**src/rtl/seq_code_decoder.sv**
```systemverilog
// Decoder and order checker for the 4-bit shift-pattern traffic-light code.
// Define HOLD_TOL_EN to accept a repeated legal code as a hold while synced.
module seq_code_decoder #(
  parameter int LOCK_N = 3,
  parameter int ERR_W  = 8,
  parameter int CYC_W  = 8
) (
  input  logic             clk,
  input  logic             rst,
  input  logic [3:0]       code_in,
  input  logic             code_valid,
  output logic [2:0]       idx,
  output logic             idx_valid,
  output logic             lock,
  output logic             seq_err,
  output logic [ERR_W-1:0] err_cnt,
  output logic [CYC_W-1:0] cyc_cnt
);

  typedef enum logic [1:0] {
    HUNT   = 2'd0,
    TRACK  = 2'd1,
    LOCKED = 2'd2
  } state_t;

  localparam logic [2:0] LOCK_V = 3'(LOCK_N);

  state_t           state_q;
  logic [2:0]       prev_q;
  logic [2:0]       good_q;
  logic [2:0]       idx_q;
  logic             idx_valid_q;
  logic             lock_q;
  logic             seq_err_q;
  logic [ERR_W-1:0] err_cnt_q;
  logic [CYC_W-1:0] cyc_cnt_q;

  logic       legal;
  logic [2:0] dec_idx;
  logic [2:0] exp_idx;
  logic       is_exp;
  logic       is_hold;
  logic       err_ev;
  logic       cyc_ev;

  always_comb begin
    legal   = 1'b1;
    dec_idx = 3'd0;
    unique case (code_in)
      4'b0000: dec_idx = 3'd0;
      4'b0001: dec_idx = 3'd1;
      4'b0011: dec_idx = 3'd2;
      4'b0111: dec_idx = 3'd3;
      4'b1111: dec_idx = 3'd4;
      4'b1110: dec_idx = 3'd5;
      default: legal   = 1'b0;
    endcase
  end

  assign exp_idx = (prev_q == 3'd5) ? 3'd0 : prev_q + 3'd1;
  assign is_exp  = legal && (dec_idx == exp_idx);

`ifdef HOLD_TOL_EN
  assign is_hold = legal && (dec_idx == prev_q) && (state_q != HUNT);
`else
  assign is_hold = 1'b0;
`endif

  // Unexpected-but-legal codes only count as errors once locked.
  assign err_ev = code_valid &&
                  (!legal ||
                   (state_q == LOCKED && !is_exp && !is_hold));
  assign cyc_ev = code_valid && (state_q == LOCKED) &&
                  is_exp && (prev_q == 3'd5);

  always_ff @(posedge clk) begin
    if (rst) begin
      state_q     <= HUNT;
      prev_q      <= 3'd0;
      good_q      <= 3'd0;
      idx_q       <= 3'd0;
      idx_valid_q <= 1'b0;
      lock_q      <= 1'b0;
      seq_err_q   <= 1'b0;
      err_cnt_q   <= '0;
      cyc_cnt_q   <= '0;
    end else begin
      idx_valid_q <= 1'b0;
      seq_err_q   <= err_ev;
      if (err_ev && (err_cnt_q != '1))
        err_cnt_q <= err_cnt_q + 1'b1;
      if (cyc_ev)
        cyc_cnt_q <= cyc_cnt_q + 1'b1;
      if (code_valid) begin
        if (legal) begin
          idx_q       <= dec_idx;
          idx_valid_q <= 1'b1;
        end
        unique case (state_q)
          HUNT: begin
            if (legal) begin
              prev_q  <= dec_idx;
              good_q  <= 3'd0;
              state_q <= TRACK;
            end
          end
          TRACK: begin
            if (!legal) begin
              state_q <= HUNT;
            end else if (is_hold) begin
              state_q <= TRACK;
            end else if (is_exp) begin
              prev_q <= dec_idx;
              good_q <= good_q + 3'd1;
              if (good_q + 3'd1 == LOCK_V) begin
                state_q <= LOCKED;
                lock_q  <= 1'b1;
              end
            end else begin
              prev_q <= dec_idx;
              good_q <= 3'd0;
            end
          end
          LOCKED: begin
            if (!legal) begin
              state_q <= HUNT;
              lock_q  <= 1'b0;
            end else if (is_hold) begin
              state_q <= LOCKED;
            end else if (is_exp) begin
              prev_q <= dec_idx;
            end else begin
              prev_q  <= dec_idx;
              good_q  <= 3'd0;
              state_q <= TRACK;
              lock_q  <= 1'b0;
            end
          end
          default: begin
            state_q <= HUNT;
            lock_q  <= 1'b0;
          end
        endcase
      end
    end
  end

  assign idx       = idx_q;
  assign idx_valid = idx_valid_q;
  assign lock      = lock_q;
  assign seq_err   = seq_err_q;
  assign err_cnt   = err_cnt_q;
  assign cyc_cnt   = cyc_cnt_q;

endmodule

```
**config.mk**
```make
export PLATFORM = sky130hd
export DESIGN_NAME = seq_code_decoder
export DESIGN_NICKNAME = d
export VERILOG_FILES = /design/src/rtl/seq_code_decoder.sv
export SDC_FILE = /design/constraint.sdc
export NUM_CORES = 1
export LEC_CHECK = 0
export CAP_MARGIN = 20
export CORE_MARGIN = 1
export CORE_UTILIZATION = 57
export DETAILED_ROUTE_END_ITERATION = 10
export PLACE_DENSITY = 0.86
export SLEW_MARGIN = 10
export SYNTH_ARGS = -nofsm -noshare
export SYNTH_HDL_FRONTEND = slang
export SYNTH_SLANG_ARGS = --single-unit
```
**constraint.sdc**
```tcl
create_clock -name clk -period 4.9 [get_ports clk]
set_input_delay 1.47 -clock clk [delete_from_list [all_inputs] [get_ports clk]]
set_output_delay 1.47 -clock clk [all_outputs]
set_load 0.1 [all_outputs]
```
## Word-level counts from Yosys, hierarchy flattened

Index checks and enable logic that the tools add are counted.

| word-level totals | value |
|---|---|
| input bits | 7 |
| output and inout port bits | 22 |
| logic and storage cells | 79 |
| flip-flop bits (word level) | 30 |

| cells by class | value |
|---|---|
| reduce and logical (&&, ||, !) cells | 21 |
| bitwise gates (word level) | 2 |
| mux-type cells | 23 |
| $add $sub $neg | 4 |
| equality and inequality tests | 20 |

Operator list:

| kind | number |
|---|---|
| 3-bit 2-to-1 mux | 6 |
| 8-bit by 1-bit adder with 8-bit output (second input constant) | 2 |
| 3-bit one-hot mux with 5 select lines | 1 |
| 2-bit 2-to-1 mux | 6 |
| 2-bit != test (second input constant) | 6 |
| 6-bit AND reduction | 2 |
| 3-bit != test (second input constant) | 3 |
| 3-bit one-hot mux with 3 select lines | 1 |
| 4-bit equality test (second input constant) | 2 |
| 8-bit != test (second input constant) | 1 |
| 1-bit logical AND | 7 |
| 1-bit 2-to-1 mux | 7 |
| 3-bit by 1-bit adder with 3-bit output (second input constant) | 2 |
| 2-bit one-hot mux with 3 select lines | 1 |
| 6-bit OR reduction | 1 |
| 5-bit AND reduction | 1 |
| 4-bit by 1-bit equality test with 1-bit output (second input constant) | 1 |
| 4-bit by 2-bit equality test with 1-bit output (second input constant) | 1 |
| 4-bit by 3-bit equality test with 1-bit output (second input constant) | 1 |
| 4-bit zero test | 1 |
| 3-bit by 2-bit equality test with 1-bit output (second input constant) | 1 |
| 3-bit equality test | 1 |
| 3-bit equality test (second input constant) | 1 |
| 1-bit one-hot mux with 3 select lines | 1 |
| 11 further kinds | 13 |

## Logic depth before layout (Yosys ltp)

Gate-level depths: netlist of run 1.

| logic depth | value |
|---|---|
| depth in word-level cells | 9 |
| gate-level depth with buffers | 8 |

## Least setup slack after synthesis of run 1

No wires, ideal clock.

| timing path | value |
|---|---|
| kind | in2reg |
| from | input code_in[1] |
| to | register cyc_cnt_q[1], in the netlist cyc_cnt[1] |
| buffers on the path | 2 |
| path slack | 1,803 ps |
| stages on the path | 8 |
| library setup time | 128 ps |
| arrival time | 2,970 ps |
| path through | buf_4 nor4b_4 a311o_2 o211ai_4 nor4_4 buf_6 mux2i_1 nor2_1 |

| on the way | value |
|---|---|
| word-level cells in the longest chain between the ends | 6 |
| elaborated cells on any way between the ends | 13 |
| classes of those cells | eq/ne (6); mux (2); reduce/logical (5) |

RTL lines:

| item | RTL line | source |
|---|---|---|
| start, declared | 10 | `input logic [3:0] code_in,` |
| 4-bit equality test (tied with other cells) | 49 | `unique case (code_in)` |
| 3-bit one-hot mux with 5 select lines or 6-bit OR reduction (tied branches) | - |  |
| 3-bit equality test or 1-bit 2-to-1 mux (tied branches) | 61, 49 |  |
| 1-bit logical AND (*) | 61 | `assign is_exp = legal && (dec_idx == exp_idx);` |
| 1-bit logical AND (*) | 73 | `assign cyc_ev = code_valid && (state_q == LOCKED) &&` |
| 1-bit logical AND (*) | 74 | `is_exp && (prev_q == 3'd5);` |
| end signal, assigned | 93 | `cyc_cnt_q <= cyc_cnt_q + 1'b1;` |
| end, declared | 36 | `logic [CYC_W-1:0] cyc_cnt_q;` |

Every way passes the cells marked *; elsewhere a longest branch is shown, timed or not.
A chain may end at the register's enable or synchronous reset.

## Worst setup path after layout of run 1

| timing path | value |
|---|---|
| from | input code_in[3] |
| to | register cyc_cnt_q[1], in the netlist cyc_cnt[1] |

The elaborated chain is that of the path after synthesis.

==> results of run 1 <==
tightest hold or removal path, stage by stage (launching register included):
cell,delay (ns)
dfxtp_1,0.34
inv_1,0.05
o32ai_1,0.06
registers in the layout, indices dropped and copies added, names as in the netlist, 2 cells and up:
| name | flops |
|---|---|
| state_q | 2 |
| good_q | 3 |
| err_cnt | 8 |
| cyc_cnt | 8 |
| prev_q | 3 |
| idx | 3 |
path summary, 6_finish.rpt:
kind,slack [ns],depth (start not counted),from,endpoint
hold / removal,0.49,2,good_q[1],good_q[1]
setup reg to reg,2.61,6,prev_q[0],cyc_cnt[1]
setup / recovery,1.24,7,code_in[3],cyc_cnt[1]
hold reg to reg,0.49,2,good_q[1],good_q[1]
through the flow:
step | worst slack (ns) | util | total power, W | instances
floorplan | 1.80 | - | 0.000327 | 206
global placement | 1.05 | 0.723 | 0.000346 | 257
detailed placement | 0.948 | 0.723 | 0.000349 | 257
CTS | 1.29 | 0.744 | 0.000497 | 265
global route | 1.06 | 0.744 | 0.000521 | 265
finish | 1.24 | 0.744 | 0.000495 | 265
logic make-up (layout without fill, tap and decap cells):
kind of cell | count (synthesis) | count (layout)
AOI/OAI and AO/OA | 50 | 50
xor gates and xnor gates | 3 | 3
adders and majority gates | 4 | 4
buffers and inverters | 20 | 48
DFF | 30 | 30
muxes | 6 | 6
and+or+nand+nor | 93 | 93
metal layers:
layer / vias to the layer above / wire length (um) / part of all wire / GRT usage
li1: 808 / - / - / -
met1: 750 / 1780 / 0.46 / 0.360
met2: 50 / 1880 / 0.48 / 0.392
met3: 4 / 198 / 0.051 / 0.0625
met4: 0 / 25 / 0.0064 / 0.0646
met5: - / 0 / 0 / 0
layout make-up:
type,instances,area [um^2]
multi-input cells,156,1090
clock buffers,7,55.1
clock inverters,1,5.00
repair buffers,29,288
well taps,31,38.8
inverters,11,41.3
fillers,222,731
flip-flops and latches,30,601
placed cells by master (no fill, tap or decap), types with 5 or more instances in the layout:
cell type / Yosys / final
dfxtp_1: 30 / 30
clkdlybuf4s50_1: 0 / 28
a21oi_1: 17 / 17
nor2_1: 15 / 15
nand3_1: 12 / 12
inv_1: 11 / 11
nand2b_1: 10 / 10
nand2_1: 10 / 10
nor2b_1: 6 / 6
and3_1: 6 / 6
nand4_1: 5 / 5
mux2i_1: 5 / 5
clkbuf_4: 0 / 5
power groups by stage:
| stage | registers [W] | clock network (W) | logic (W) |
|---|---|---|---|
| finish | 0.000254 | 0.000151 | 0.0000898 |
| detailed placement | 0.000260 | 0 | 0.0000891 |
| global placement | 0.000259 | 0 | 0.0000872 |
| CTS | 0.000254 | 0.000154 | 0.0000894 |
| floorplan | 0.000281 | 0 | 0.0000458 |
| global route | 0.000255 | 0.000171 | 0.0000952 |
==> results.yml, run 1 <==
power_and_ir_drop:
  pwr_density_cell_mw_per_mm2: 233
  p_leak_nw: 0.735
  p_clk_frac: 0.305
  pwr-share-comb: 0.182
  switchingPower_w: 0.000147
  seqPwrFrac: 0.513
  swShare: 0.298
  intPower_w: 0.000347
  peakVddDrop_mv: 0.194
critical_path:
  critPathRequiredTime_ns: 5.11
  critPathTopFamily: "simple AND/OR/NAND/NOR gates"
  end_kind: "flip-flop"
  critPathKind: "input pin to flip-flop"
  critical_path_arrival_ns: 3.87
  crit_fanout: 14
  start_kind: "input pin"
  cp.buffers_inverters: 1
  cp_slowest_stage_delay_ns: 0.72
  cp_slowest_cell: "nor4_4"
  worstPathCellList: "clkdlybuf4s50_1 -> xor2_1 -> a22oi_1 -> o211ai_4 -> nor4_4 -> mux2i_1 -> nor2_1"
clock_tree:
  cts.clk_slew.worst_paths_ns: 0.10
  cts_hold_buffers: 0
  cts_tree: "done"
  clock_path_buffers: 2
  post_cts_buffers: 0
  cts_resized: 0
  clock_latency_ns: 0.31
  h-tree-depth: 2
  cts_sinks: 30
  cts_root_buf: "clkbuf_4"
  numCtsBuffers: 5
logic_synthesis:
  synthMuxAreaShare: 0.0343
  synth-main-ff-cell: "dfxtp_1"
  synthAdderAreaFrac: 0.0280
  yosys-top-cells-count: "dfxtp_1, a21oi_1, nor2_1, nand3_1, inv_1"
  synth-edff-count: 0
  synth_area_leaders: "dfxtp_1, a21oi_1, nand2b_1, nand3_1, nor2_1"
  yosysTopAreaCellShare: 0.336
  synthXorXnorAreaFrac: 0.0147
  syn_nets: 217
  synth-compound-area-share: 0.205
  ys_types: 59
  synth_top_cell_by_area: "dfxtp_1"
  synthMostInstantiatedCell: "dfxtp_1"
  syn_area_per_cell_um2: 8.68
  synthSimpleGateAreaFrac: 0.330
  yosys_warnings: 0
  ys_seq_area_frac: 0.336
  async_flop_share: 0
  synthCells: 206
  ys_ff_latch: 30
  synth_top_family_by_area: "simple AND/OR/NAND/NOR gates"
  syn_area_mm2: 0.00179
sta:
  setup_viol: 0
  rsz0062_at_grt: "false"
  slew_violations: 0
  final.setup_skew_ns: 0.00817
  finalCritPeriodShare: 0.747
  setup_tns_ns: 0
  hold_viol: 0
  holdWs_ns: 0.492
  max_freq_mhz: 273
  max_slew_margin: 0.341
  tightest_slew_ns: 0.985
  period_needed_ns: 3.66
route:
  via_per_inst: 6.08
  firstDrtPassIters: 7
  drc_errors: 0
  routed_wirelength_mm: 3.89
  drt.antenna.violating_nets: 0
  drtIter0Drc: 117
  wl_per_cell_um: 14.7
  vias: 1612
grt:
  grt_usage: 0.255
  grt_antenna_before_repair: 0
  grt_pass1_wl_mm: 6.71
  grt_pass1_vias: 1484
  grt_overflow: 0
  grt_max_degree: 20
outcome:
  status: "completed"
final_layout:
  fin_nets: 244
  final_cell_area_mm2: 0.00212
  insertedDiodeCount: 0
  area_delta_synth_final_pct: 18.7
  drive_gt1_frac: 0.111
floorplan:
  core_area_mm2: 0.00285
  num_rows: 19
  die_area_mm2: 0.00336
  initial_core_util: 0.627
  die_h_um: 58.0
  pin_count: 29
  dieWidth_um: 58.0
placed_design:
  dpl_cell_area_mm2: 0.00206
  port_buffers: 28
  gp_congestion: 0.897
  hpwl_mm: 2.88
job:
  cap_violations: 0
worst_hold_path:
  hold_class: "flip-flop to flip-flop"
No activity file was read; power rests on OpenSTA's default activity.
==> run 2, diff against run 1 <==
--- a/config.mk
+++ b/config.mk
@@ -7,9 +7,9 @@
 export LEC_CHECK = 0
 export CAP_MARGIN = 20
 export CORE_MARGIN = 1
-export CORE_UTILIZATION = 57
+export CORE_UTILIZATION = 48
 export DETAILED_ROUTE_END_ITERATION = 10
-export PLACE_DENSITY = 0.86
+export PLACE_DENSITY = 0.78
 export SLEW_MARGIN = 10
 export SYNTH_ARGS = -nofsm -noshare
 export SYNTH_HDL_FRONTEND = slang
==> constraint.sdc (replaced) <==
create_clock -name clk -period 3.36 [get_ports clk]
set_input_delay 1.008 -clock clk [delete_from_list [all_inputs] [get_ports clk]]
set_output_delay 1.008 -clock clk [all_outputs]
set_load 0.1 [all_outputs]
==> results.yml, run 2 (synthesis gave the netlist of run 1 again) <==
critical_path:
  critical_path_arrival_ns: 3.22
  crit_fanout: 9
  worstPathCellList: "clkdlybuf4s50_1 -> nor3b_2 -> or3_4 -> o221a_2 -> o31ai_4 -> or4_1 -> a21oi_1"
  cp_slowest_cell: "clkdlybuf4s50_1"
  critPathKind: "input pin to flip-flop"
  cp_slowest_stage_delay_ns: 0.65
  critPathRequiredTime_ns: 3.58
  start_kind: "input pin"
  end_kind: "flip-flop"
route:
  drc_errors: 0
  firstDrtPassIters: 4
  drtIter0Drc: 72
  drt.antenna.violating_nets: 0
  wl_per_cell_um: 13.0
  routed_wirelength_mm: 3.72
  via_per_inst: 5.50
  vias: 1572
floorplan:
  die_h_um: 63.0
  dieWidth_um: 63.0
  core_area_mm2: 0.00344
  die_area_mm2: 0.00397
  pin_count: 29
  initial_core_util: 0.519
  num_rows: 21
sta:
  max_freq_mhz: 333
  hold_viol: 0
  finalCritPeriodShare: 0.893
  setup_viol: 0
  slew_violations: 0
  period_needed_ns: 3.00
  max_slew_margin: 0.704
  final.setup_skew_ns: 0.00662
  setup_tns_ns: 0
  tightest_slew_ns: 0.440
  rsz0062_at_grt: "false"
final_layout:
  drive_gt1_frac: 0.229
  fillers: 316
  fin_nets: 250
  insertedDiodeCount: 0
  layout_commonest_cell: "dfxtp_1"
  final_cell_mix: "dfxtp_1, buf_4, a21oi_1"
  area_delta_synth_final_pct: 22.6
clock_tree:
  h-tree-depth: 2
  cts_tree: "done"
  cts.clk_slew.worst_paths_ns: 0.06
  numCtsBuffers: 5
  clock_latency_ns: 0.29
  post_cts_buffers: 0
  cts_sinks: 30
  clock_path_buffers: 2
  cts_root_buf: "clkbuf_8"
  cts_hold_buffers: 0
  cts_resized: 0
placed_design:
  gp_congestion: 0.804
  port_buffers: 28
  hpwl_mm: 2.66
grt:
  grt_overflow: 0
  grt_usage: 0.211
  grt_antenna_before_repair: 0
  grt_pass1_vias: 1479
  grt_pass1_wl_mm: 6.61
  grt_max_degree: 29
power_and_ir_drop:
  pwr_density_cell_mw_per_mm2: 393
  peakVddDrop_mv: 0.288
  p_total_w: 0.000861
  p_leak_nw: 0.834
job:
  cap_violations: 0
outcome:
  status: "completed"
worst_hold_path:
  hold_class: "flip-flop to flip-flop"
-- run 2: per-layer routing --
layer | track usage | routed length [um] | up-vias
li1 | - | - | 831
met1 | 0.260 | 1830 | 701
met2 | 0.336 | 1650 | 33
met3 | 0.0529 | 172 | 7
met4 | 0.105 | 63 | 0
met5 | 0 | 0 | -
-- run 2: worst max-delay path, delay by kind of cell --
kind,cells,cell delay (ns)
AO/OA/AOI/OAI,3,0.48
AND/OR/NAND/NOR,3,1.06
buffers and inverters,1,0.65
-- run 2: where the power goes --
| part | internal, W | switching, W |
|---|---|---|
| Combinational | 0.0000455 | 0.0000887 |
| Sequential | 0.000363 | 0.00000798 |
| Clock | 0.000218 | 0.000138 |
| Total | 0.000626 | 0.000235 |
-- run 2: final cells by class --
type	count	area, um^2	share of cell area
Timing Repair Buffer	35	290	0.132
Multi-Input combinational cell	156	1090	0.499
Clock inverter	3	40.0	0.0183
Inverter	11	41.3	0.0188
Clock buffer	5	68.8	0.0314
Tap cell	46	57.6	0.0263
Sequential cell	30	601	0.274
-- run 2: through the flow --
stage	worst slack, ns	utilization	cell area (um^2)	hold WS (ns)	std cells
2_1_floorplan	0.725	-	1790	0.452	206
3_3_place_gp	0.117	0.605	2080	0.463	278
3_5_place_dp	0.0660	0.605	2080	0.469	278
4_1_cts	0.359	0.637	2190	0.480	286
5_1_grt	0.226	0.637	2190	0.513	286
6_report	0.358	0.637	2190	0.478	286
-- run 2: final timing paths --
| path | cells after the start | endpoint | startpoint | slack, ns |
|---|---|---|---|---|
| max | 7 | err_cnt[7] | code_in[1] | 0.36 |
| min | 2 | good_q[1] | good_q[1] | 0.48 |
| max reg2reg | 6 | err_cnt[4] | prev_q[0] | 1.36 |
| min reg2reg | 2 | good_q[1] | good_q[1] | 0.48 |
